File: src/rtl/msi_sched_pkg.sv
// Shared types and widths for the MSI scheduler block.
package msi_sched_pkg;
  localparam int MSI_NUM_W = 5;
  localparam int MSI_TC_W  = 3;

  typedef enum logic [1:0] {
    IDLE = 2'd0,
    REQ  = 2'd1,
    GAP  = 2'd2
  } state_e;
endpackage

File: src/rtl/msi_scheduler_if.sv
// MSI request/ack handshake towards the HIP; the scheduler drives it as master.
interface msi_scheduler_if;
  import msi_sched_pkg::*;

  logic                 app_msi_req;
  logic [MSI_NUM_W-1:0] app_msi_num;
  logic [MSI_TC_W-1:0]  app_msi_tc;
  logic                 app_msi_ack;

  modport master (output app_msi_req, app_msi_num, app_msi_tc, input app_msi_ack);
  modport slave  (input app_msi_req, app_msi_num, app_msi_tc, output app_msi_ack);
endinterface

File: src/rtl/rr_arbiter.sv
// Combinational round-robin pick: first set request at or above ptr_i, wrapping to 0.
module rr_arbiter
  import msi_sched_pkg::*;
#(
  parameter int N = 8
) (
  input  logic [N-1:0]         req_i,
  input  logic [MSI_NUM_W-1:0] ptr_i,
  output logic [N-1:0]         gnt_o,
  output logic [MSI_NUM_W-1:0] idx_o,
  output logic                 vld_o
);

  // Scan from the farthest candidate down to ptr_i so the nearest hit is assigned last.
  always_comb begin
    int i;
    i     = 0;
    gnt_o = '0;
    idx_o = '0;
    vld_o = 1'b0;
    for (int k = N - 1; k >= 0; k--) begin
      i = int'(ptr_i) + k;
      if (i >= N) i = i - N;
      if (req_i[i]) begin
        gnt_o    = '0;
        gnt_o[i] = 1'b1;
        idx_o    = MSI_NUM_W'(i);
        vld_o    = 1'b1;
      end
    end
  end

endmodule

File: src/rtl/msi_scheduler.sv
// Coalesces per-source interrupt pulses into round-robin MSI requests with a 2-cycle inter-request gap.
// Define MSI_SCHED_TIMEOUT_EN to abandon a request after TIMEOUT_CYC clocks without ack.
module msi_scheduler
  import msi_sched_pkg::*;
#(
  parameter int                  N_SRC       = 8,
  parameter logic [MSI_TC_W-1:0] MSI_TC      = 3'd0,
  parameter int                  TIMEOUT_CYC = 1024
) (
  input  logic             pld_clk_clk,
  input  logic             reset_reset_n,
  input  logic [N_SRC-1:0] src_irq,
  input  logic [N_SRC-1:0] src_en,
  input  logic             msi_en,
  msi_scheduler_if.master  msi,
  output logic [N_SRC-1:0] pend,
  output logic             busy,
  output logic             timeout_err
);

  if (N_SRC < 1 || N_SRC > 32 || TIMEOUT_CYC < 1) begin : g_bad_cfg
    $error("msi_scheduler: N_SRC must be 1..32 and TIMEOUT_CYC >= 1");
  end

  state_e               state_q, state_d;
  logic [N_SRC-1:0]     pend_q, pend_d;
  logic [N_SRC-1:0]     win_q, win_d;
  logic [MSI_NUM_W-1:0] ptr_q, ptr_d;
  logic [MSI_NUM_W-1:0] num_q, num_d;
  logic [N_SRC-1:0]     arb_gnt;
  logic [MSI_NUM_W-1:0] arb_idx;
  logic                 arb_vld;
  logic                 ack_fire;
  logic                 tmo_fire;

  rr_arbiter #(.N(N_SRC)) u_rr_arbiter (
    .req_i (pend_q & src_en),
    .ptr_i (ptr_q),
    .gnt_o (arb_gnt),
    .idx_o (arb_idx),
    .vld_o (arb_vld)
  );

  assign ack_fire = (state_q == REQ) && msi.app_msi_ack;

`ifdef MSI_SCHED_TIMEOUT_EN
  localparam int CNT_W = $clog2(TIMEOUT_CYC + 1);
  logic [CNT_W-1:0] cnt_q;
  logic             terr_q;

  // Fires on the edge that completes TIMEOUT_CYC clocks in REQ; ack wins a tie.
  assign tmo_fire = (state_q == REQ) && !msi.app_msi_ack && (cnt_q == CNT_W'(TIMEOUT_CYC - 1));

  always_ff @(posedge pld_clk_clk) begin
    if (!reset_reset_n) begin
      cnt_q  <= '0;
      terr_q <= 1'b0;
    end else begin
      cnt_q  <= (state_q == REQ && !tmo_fire && !ack_fire) ? cnt_q + 1'b1 : '0;
      terr_q <= tmo_fire;
    end
  end

  assign timeout_err = terr_q;
`else
  assign tmo_fire    = 1'b0;
  assign timeout_err = 1'b0;
`endif

  always_ff @(posedge pld_clk_clk) begin
    if (!reset_reset_n) begin
      state_q <= IDLE;
      pend_q  <= '0;
      win_q   <= '0;
      ptr_q   <= '0;
      num_q   <= '0;
    end else begin
      state_q <= state_d;
      pend_q  <= pend_d;
      win_q   <= win_d;
      ptr_q   <= ptr_d;
      num_q   <= num_d;
    end
  end

  always_comb begin
    state_d = state_q;
    case (state_q)
      IDLE:    if (arb_vld && msi_en) state_d = REQ;
      REQ:     if (ack_fire || tmo_fire) state_d = GAP;
      GAP:     state_d = IDLE;
      default: state_d = IDLE;
    endcase
  end

  // A pulse landing on the ack edge re-arms the winner instead of being cleared away.
  always_comb begin
    pend_d = pend_q | src_irq;
    win_d  = win_q;
    num_d  = num_q;
    ptr_d  = ptr_q;
    if (ack_fire) pend_d = (pend_q & ~win_q) | src_irq;
    if (ack_fire || tmo_fire)
      ptr_d = (num_q == MSI_NUM_W'(N_SRC - 1)) ? '0 : num_q + 1'b1;
    if (state_q == IDLE && state_d == REQ) begin
      win_d = arb_gnt;
      num_d = arb_idx;
    end
  end

  always_comb begin
    msi.app_msi_req = (state_q == REQ);
    msi.app_msi_num = num_q;
    msi.app_msi_tc  = MSI_TC;
    pend            = pend_q;
    busy            = (state_q != IDLE);
  end

endmodule

File: src/flat_wrapper.sv
// flat-port wrapper written by rule: the top's interface ports become plain ports
module msi_scheduler_flat import msi_sched_pkg::*;
#(
  parameter int                  N_SRC       = 8,
  parameter logic [MSI_TC_W-1:0] MSI_TC      = 3'd0,
  parameter int                  TIMEOUT_CYC = 1024
)
  (pld_clk_clk, reset_reset_n, src_irq, src_en, msi_en, pend, busy, timeout_err, msi_app_msi_req, msi_app_msi_num, msi_app_msi_tc, msi_app_msi_ack);
  msi_scheduler_if msi_i ();
  input  logic pld_clk_clk;
  input  logic reset_reset_n;
  input  logic [N_SRC-1:0] src_irq;
  input  logic [N_SRC-1:0] src_en;
  input  logic msi_en;
  output logic [N_SRC-1:0] pend;
  output logic busy;
  output logic timeout_err;
  output wire logic [$bits(msi_i.app_msi_req)-1:0] msi_app_msi_req;
  output wire logic [$bits(msi_i.app_msi_num)-1:0] msi_app_msi_num;
  output wire logic [$bits(msi_i.app_msi_tc)-1:0] msi_app_msi_tc;
  input wire logic [$bits(msi_i.app_msi_ack)-1:0] msi_app_msi_ack;
  assign msi_app_msi_req = msi_i.app_msi_req;
  assign msi_app_msi_num = msi_i.app_msi_num;
  assign msi_app_msi_tc = msi_i.app_msi_tc;
  assign msi_i.app_msi_ack = msi_app_msi_ack;
  msi_scheduler #(.N_SRC(N_SRC), .MSI_TC(MSI_TC), .TIMEOUT_CYC(TIMEOUT_CYC)) u_core (.pld_clk_clk(pld_clk_clk), .reset_reset_n(reset_reset_n), .src_irq(src_irq), .src_en(src_en), .msi_en(msi_en), .msi(msi_i), .pend(pend), .busy(busy), .timeout_err(timeout_err));
endmodule
File: config.mk
export PLATFORM = sky130hd
export DESIGN_NAME = msi_scheduler_flat
export DESIGN_NICKNAME = d
export VERILOG_FILES = /design/src/rtl/msi_sched_pkg.sv /design/src/rtl/msi_scheduler_if.sv /design/src/rtl/rr_arbiter.sv /design/src/rtl/msi_scheduler.sv /design/src/flat_wrapper.sv
export SDC_FILE = /design/constraint.sdc
export NUM_CORES = 1
export LEC_CHECK = 0
export CAP_MARGIN = 5
export CORE_ASPECT_RATIO = 1.2
export CORE_MARGIN = 2
export CORE_UTILIZATION = 60
export DETAILED_ROUTE_END_ITERATION = 7
export PLACE_DENSITY = 0.81
export SLEW_MARGIN = 20
export SYNTH_ARGS = -nofsm -noshare
export SYNTH_HDL_FRONTEND = slang
export SYNTH_SLANG_ARGS = --single-unit
File: constraint.sdc
create_clock -name pld_clk_clk -period 4.4 [get_ports pld_clk_clk]
set_input_delay 0.44 -clock pld_clk_clk [delete_from_list [all_inputs] [get_ports pld_clk_clk]]
set_output_delay 0.44 -clock pld_clk_clk [all_outputs]
set_load 0.1 [all_outputs]
Word-level counts from Yosys, hierarchy flattened:

Cells that the tools add are included.

* reduce and logical (&&, ||, !) cells: 13
* add/sub/neg operators: 16
* bitwise logic cells: 5
* magnitude comparators: 24
* eq/ne operators: 3
* mux-type cells: 77

Operator list (count)
* >= comparator 32 x 1 -> 1 bit (second input constant): 8
* < comparator 32 x 5 -> 1 bit (second input constant): 8
* 2-to-1 mux 32 bit: 8
* 2-to-1 mux 8 bit: 9
* 2-to-1 mux 5 bit: 9
* subtractor 6 x 4 -> 7 bit (second input constant): 6
* >= comparator 6 x 4 -> 1 bit (second input constant): 6
* >= comparator 32 x 5 -> 1 bit (second input constant): 1
* 2-to-1 mux 1 bit: 32
* subtractor 32 x 5 -> 32 bit (second input constant): 1
* adder 5 x 3 -> 6 bit (second input constant): 4
* binary-select mux 1 bit (select 3 bit): 8
* demux 1 bit (select 3 bit): 8
* bitwise AND 8 bit: 2
* bitwise OR 8 bit: 2
* adder 5 x 2 -> 6 bit (second input constant): 2
* logical AND 1 bit: 11
* inverter 8 bit: 1
* adder 5 x 1 -> 6 bit (second input constant): 1
* subtractor 5 x 4 -> 6 bit (second input constant): 1
* adder 5 x 1 -> 5 bit (second input constant): 1
* equality test 5 x 3 -> 1 bit (second input constant): 1
* >= comparator 5 x 4 -> 1 bit (second input constant): 1
* equality test 2 x 1 -> 1 bit (second input constant): 2
* other kinds (4): 5

* input bits: 20
* flip-flop bits (word level): 28
* logic and storage cells: 143

Longest topological paths before layout:

Gate-level depths: netlist (run 1).

* depth in word-level cells: 19
* depth in mapped cells: 18
* mapped depth without buffers: 14

Hierarchy:

A second synthesis (run 1) with hierarchy kept.

* cells, all modules: 559
* area, all modules: 4260.3 um2

By module, submodules not included
* rr_arbiter: cells each 428, area each 3032.9 um2, seq. area each 0.0 um2, instances 1
* msi_scheduler: cells each 131, area each 1227.4 um2, seq. area each 560.5 um2, instances 1

Worst setup path after synthesis (run 1):

Ideal clock, no wire load.

* path type: reg-to-reg
* start: reg u_core.ptr_q[1]
* end: reg u_core.win_q[2]
* arrival time: 3.239 ns
* setup time: 0.086 ns
* path slack: 1.075 ns
* required time: 4.314 ns
* stages on the path, launching flop included: 17
* cell sequence: dfxtp_1 -> ha_1 -> clkbuf_1 -> clkbuf_1 -> nand2_1 -> xnor2_1 -> inv_1 -> ha_1 -> ha_1 -> clkbuf_1 -> nor3b_1 -> a311oi_1 -> a211o_1 -> a21boi_4 -> a22oi_1 -> o2111a_1 -> a211oi_1

* longest elaborated chain between the ends: 19
* elaborated cells between the ends (all ways): 116
* classes of those cells: add/sub (15); order compare (24); eq/ne (1); mux (66); reduce/logical (10)

Ends and longest elaborated chain
* from (decl): RTL line msi_scheduler.sv:28 `logic [MSI_NUM_W-1:0] ptr_q, ptr_d;`
* from (signal assigned): RTL line msi_scheduler.sv:81 `ptr_q <= ptr_d;`
* parallel branches: the longest is 19 deep, another holds subtractor 32 x 5 -> 32 bit
* to (signal assigned): RTL line msi_scheduler.sv:80 `win_q <= win_d;`
* to (decl): RTL line msi_scheduler.sv:27 `logic [N_SRC-1:0] win_q, win_d;`

Parallel ways; which one is timed is not known. The select of a mux whose other input is x is not followed.
A chain may end at the register's enable or synchronous reset.

Worst setup path in the final report (run 1):

* start: reg u_core.ptr_q[1]
* end: reg u_core.win_q[5]

Same word-level chain as after synthesis.

==> results of run 1 <==
[kinds of logic after synthesis]
group | Yosys count | synth area share
other | 1 | 0.000871
muxes | 28 | 0.120
adders and majority gates | 31 | 0.0901
DFF | 28 | 0.130
xor gates and xnor gates | 23 | 0.0503
AOI/OAI and AO/OA | 182 | 0.306
and+or+nand+nor | 178 | 0.227
buffers and inverters | 68 | 0.0750
[cells in the final DEF (no fill, tap or decap), types with 4 or more instances in the layout]
| cell type | netlist | final |
|---|---|---|
| a221oi_1 | 4 | 4 |
| nor2b_1 | 22 | 22 |
| mux4_2 | 15 | 15 |
| o22ai_1 | 6 | 6 |
| a211oi_1 | 5 | 5 |
| mux2i_1 | 8 | 8 |
| a21boi_0 | 8 | 8 |
| xnor2_1 | 17 | 17 |
| buf_4 | 8 | 15 |
| nor2_1 | 16 | 16 |
| nor3_1 | 4 | 4 |
| a311oi_1 | 4 | 4 |
| nand2_1 | 52 | 52 |
| dfxtp_1 | 28 | 27 |
| nand3_1 | 25 | 25 |
| conb_1 | 1 | 4 |
| ha_1 | 31 | 31 |
| o211ai_1 | 4 | 4 |
| nor3b_1 | 6 | 6 |
| o21ai_0 | 30 | 30 |
| a22oi_1 | 8 | 8 |
| a21boi_1 | 6 | 6 |
| xor2_1 | 4 | 4 |
| nand2b_1 | 5 | 5 |
| and2_1 | 15 | 15 |
| a31oi_1 | 12 | 12 |
| inv_1 | 25 | 25 |
| clkdlybuf4s50_1 | 0 | 34 |
| a21oi_1 | 31 | 31 |
| and3_1 | 6 | 6 |
| nor4_1 | 4 | 4 |
| nand3b_1 | 4 | 4 |
| o21ai_1 | 9 | 9 |
| o221ai_1 | 7 | 7 |
[worst max-delay path: stages, from the launching register on]
cell	delay, ns
dfxtp_1	0.36
buf_4	0.24
ha_1	0.59
nand2_1	0.18
xnor2_1	0.26
inv_1	0.07
ha_1	0.19
ha_1	0.31
and3b_1	0.18
a221oi_1	0.35
o22ai_1	0.13
nand3_1	0.15
a21boi_4	0.09
a32oi_1	0.31
o2111ai_1	0.14
nor3b_1	0.15
[sequential cells by signal (all words and copies together) (netlist names)]
| signal | cells |
|---|---|
| u_core.pend | 8 |
| u_core.win_q | 8 |
| u_core.msi.app_msi_num | 5 |
| u_core.ptr_q | 5 |
| u_core.state_q | 2 |
[cell type report]
class	instances	area (µm²)	share of cell area
multi-input cells	446	3430	0.725
flip-flops and latches	28	562	0.119
repair buffers	49	453	0.0957
well taps	87	109	0.0230
inverters	28	105	0.0222
clock buffers	3	41.3	0.00873
clock inverters	1	30.0	0.00635
[metal layers]
metal	vias to the layer above	GRT usage
li1	2076	-
met1	2104	0.431
met2	321	0.593
met3	59	0.0504
met4	0	0.158
met5	-	0
[per-stage QoR]
stage	hold WS (ns)	util	instance area [µm²]
global route	0.557	0.686	4730
global placement	0.504	0.676	4660
floorplan	0.498	-	4320
detailed placement	0.520	0.676	4660
finish	0.541	0.686	4730
CTS	0.540	0.686	4730
[how the worst min path moves through the flow]
| stage | from | end | slack (ns) | cells past startpoint |
|---|---|---|---|---|
| 3_3_place_gp | u_core.msi.app_msi_num[4]$_SDFFE_PN0P_ | u_core.msi.app_msi_num[4]$_SDFFE_PN0P_ | 0.50 | 2 |
| 5_1_grt | u_core.msi.app_msi_num[4]$_SDFFE_PN0P_ | u_core.msi.app_msi_num[4]$_SDFFE_PN0P_ | 0.56 | 2 |
| 2_1_floorplan | u_core.win_q[0]$_SDFFE_PN0P_ | u_core.pend[0]$_SDFF_PN0_ | 0.50 | 3 |
| 3_5_place_dp | u_core.msi.app_msi_num[4]$_SDFFE_PN0P_ | u_core.msi.app_msi_num[4]$_SDFFE_PN0P_ | 0.52 | 2 |
| 6_report | u_core.msi.app_msi_num[4]$_SDFFE_PN0P_ | u_core.msi.app_msi_num[4]$_SDFFE_PN0P_ | 0.54 | 2 |
| 4_1_cts | u_core.msi.app_msi_num[4]$_SDFFE_PN0P_ | u_core.msi.app_msi_num[4]$_SDFFE_PN0P_ | 0.54 | 2 |
[power by group through the flow]
stage                     sequential (mW)  combinational (mW)  clock, mW
after detailed placement            0.324               0.870          0
after CTS                           0.320               0.876      0.211
after global placement              0.326               0.852          0
final                               0.322               0.896      0.215
after floorplan                     0.406               0.577          0
after global routing                0.325               0.952      0.222
==> out/results.ini, run 1 <==
[outcome]
status = finished clean

[detailed_routing]
wire_per_inst_um = 21.4
routed.top_layer = met4
dr.pass1.iters = 8
met2WireLength_mm = 6.61
drt_iter0_drc = 625
wl_met1_mm = 5.35
vias_per_cell = 7.10
antenna_left = 0
vias = 4560
met3WireLength_mm = 1.16
routed_wl_mm = 13.7
drc = 0

[clock_tree]
cts_tree = yes
cts_setup_buffers = 0
cts_resized = 0
clk_latency_ns = 0.29
cts_sinks = 28
hold_buffers = 0
clkTransAtPathRegs_ns = 0.11
cts_buffers = 3
clk_path_buf_depth = 2
clockRootBuffer = clkbuf_8
cts-htree-levels = 1

[placement]
dpl.cell_count = 638
dpl_worst_slack_ns = 0.656
dp_hpwl_mm = 10.5
io_buffer_count = 34
place_congestion = 0.980

[timing]
slew_viol_final = 0
final.setup_skew_ns = 0.00449
tns_ns = 0
fin_crit_ns = 3.82
fmax_ghz = 0.262
rsz0062_at_grt = false
tightest_slew_ns = 0.985
slew-limit-headroom = 0.341
worst_slack_ns = 0.577
hold_viol = 0
fin_crit_sh = 0.869
report.final.setup_viol = 0

[synthesis]
ys.warnings.count = 0
synth_area_per_cell_um2 = 7.99
synth.cell_area_um2 = 4300
yosys.area.top_type = dfxtp_1
ys_dominant_reg_cell = dfxtp_1
async_reset_ff_frac = 0
synthCells = 539
ys_seq_area_frac = 0.130
synthMostInstantiatedCell = nand2_1
synth_edf_count = 0
post_synth_num_cell_types = 90
synth-seq-cells = 28
synth_top_area_frac = 0.130
synth_commonest_cells = 52 x nand2_1, 31 x a21oi_1, 31 x ha_1
synth_area_leaders = dfxtp_1 13%, ha_1 9.0%, mux4_2 7.8%

[die]
die_w_um = 81.3
rows = 33
io_pins = 39
start_util = 0.624
core_um2 = 6900
dieHeight_um = 96.8
die_area_um2 = 7870

[critical_path]
setup.worst_path.end = u_core.win_q[5]$_SDFFE_PN0P_
crit_start = u_core.ptr_q[1]$_SDFFE_PN0P_
crit_fanout = 17
critical_path_class = register to register
reg2reg_to = u_core.win_q[5]$_SDFFE_PN0P_
worstPathRequired_ns = 4.58
end_kind = register
cp-start-kind = register
reg2reg_from = u_core.ptr_q[1]$_SDFFE_PN0P_
reg2regPathDepth = 15
crit_arrival_ns = 4.01
r2r_slack_ns = 0.58

[final_layout]
nets = 607
synthToLayoutAreaGrowth_pct = 9.94
num_antenna_cells = 0
drive_above_1_share = 0.106
fill_cells = 597
stdcell_count = 642

[global_route]
grt_pass1_vias = 4477
antenna_found_initial = 0
grt_overflow = 0
grt_util_all_layers = 0.351
grt_pass1_wl_mm = 22.0
grt_max_degree = 36

[power]
combPwrFrac = 0.625
clkPwrFrac = 0.150
p_int_mw = 0.734
p_switching_mw = 0.699
leakagePower_nw = 1.72
ir_drop_v = 0.000367
power_mw = 1.43
p_seq_frac = 0.224
p_per_area_nw_per_um2 = 303
netSwitchingFraction = 0.488

[worst_hold_path]
min_path_type = register to register

[job]
drv_cap = 0

No activity file was read; power rests on OpenSTA's default activity.
==> inputs of run 2 (changes only) <==
--- a/config.mk
+++ b/config.mk
@@ -10,6 +10,7 @@
 export CORE_MARGIN = 2
 export CORE_UTILIZATION = 60
 export DETAILED_ROUTE_END_ITERATION = 7
+export HOLD_SLACK_MARGIN = 0.06
 export PLACE_DENSITY = 0.81
 export SLEW_MARGIN = 20
 export SYNTH_ARGS = -nofsm -noshare
==> results of run 2 <==
Final layout, timing and power as in run 1 (identical DEF).
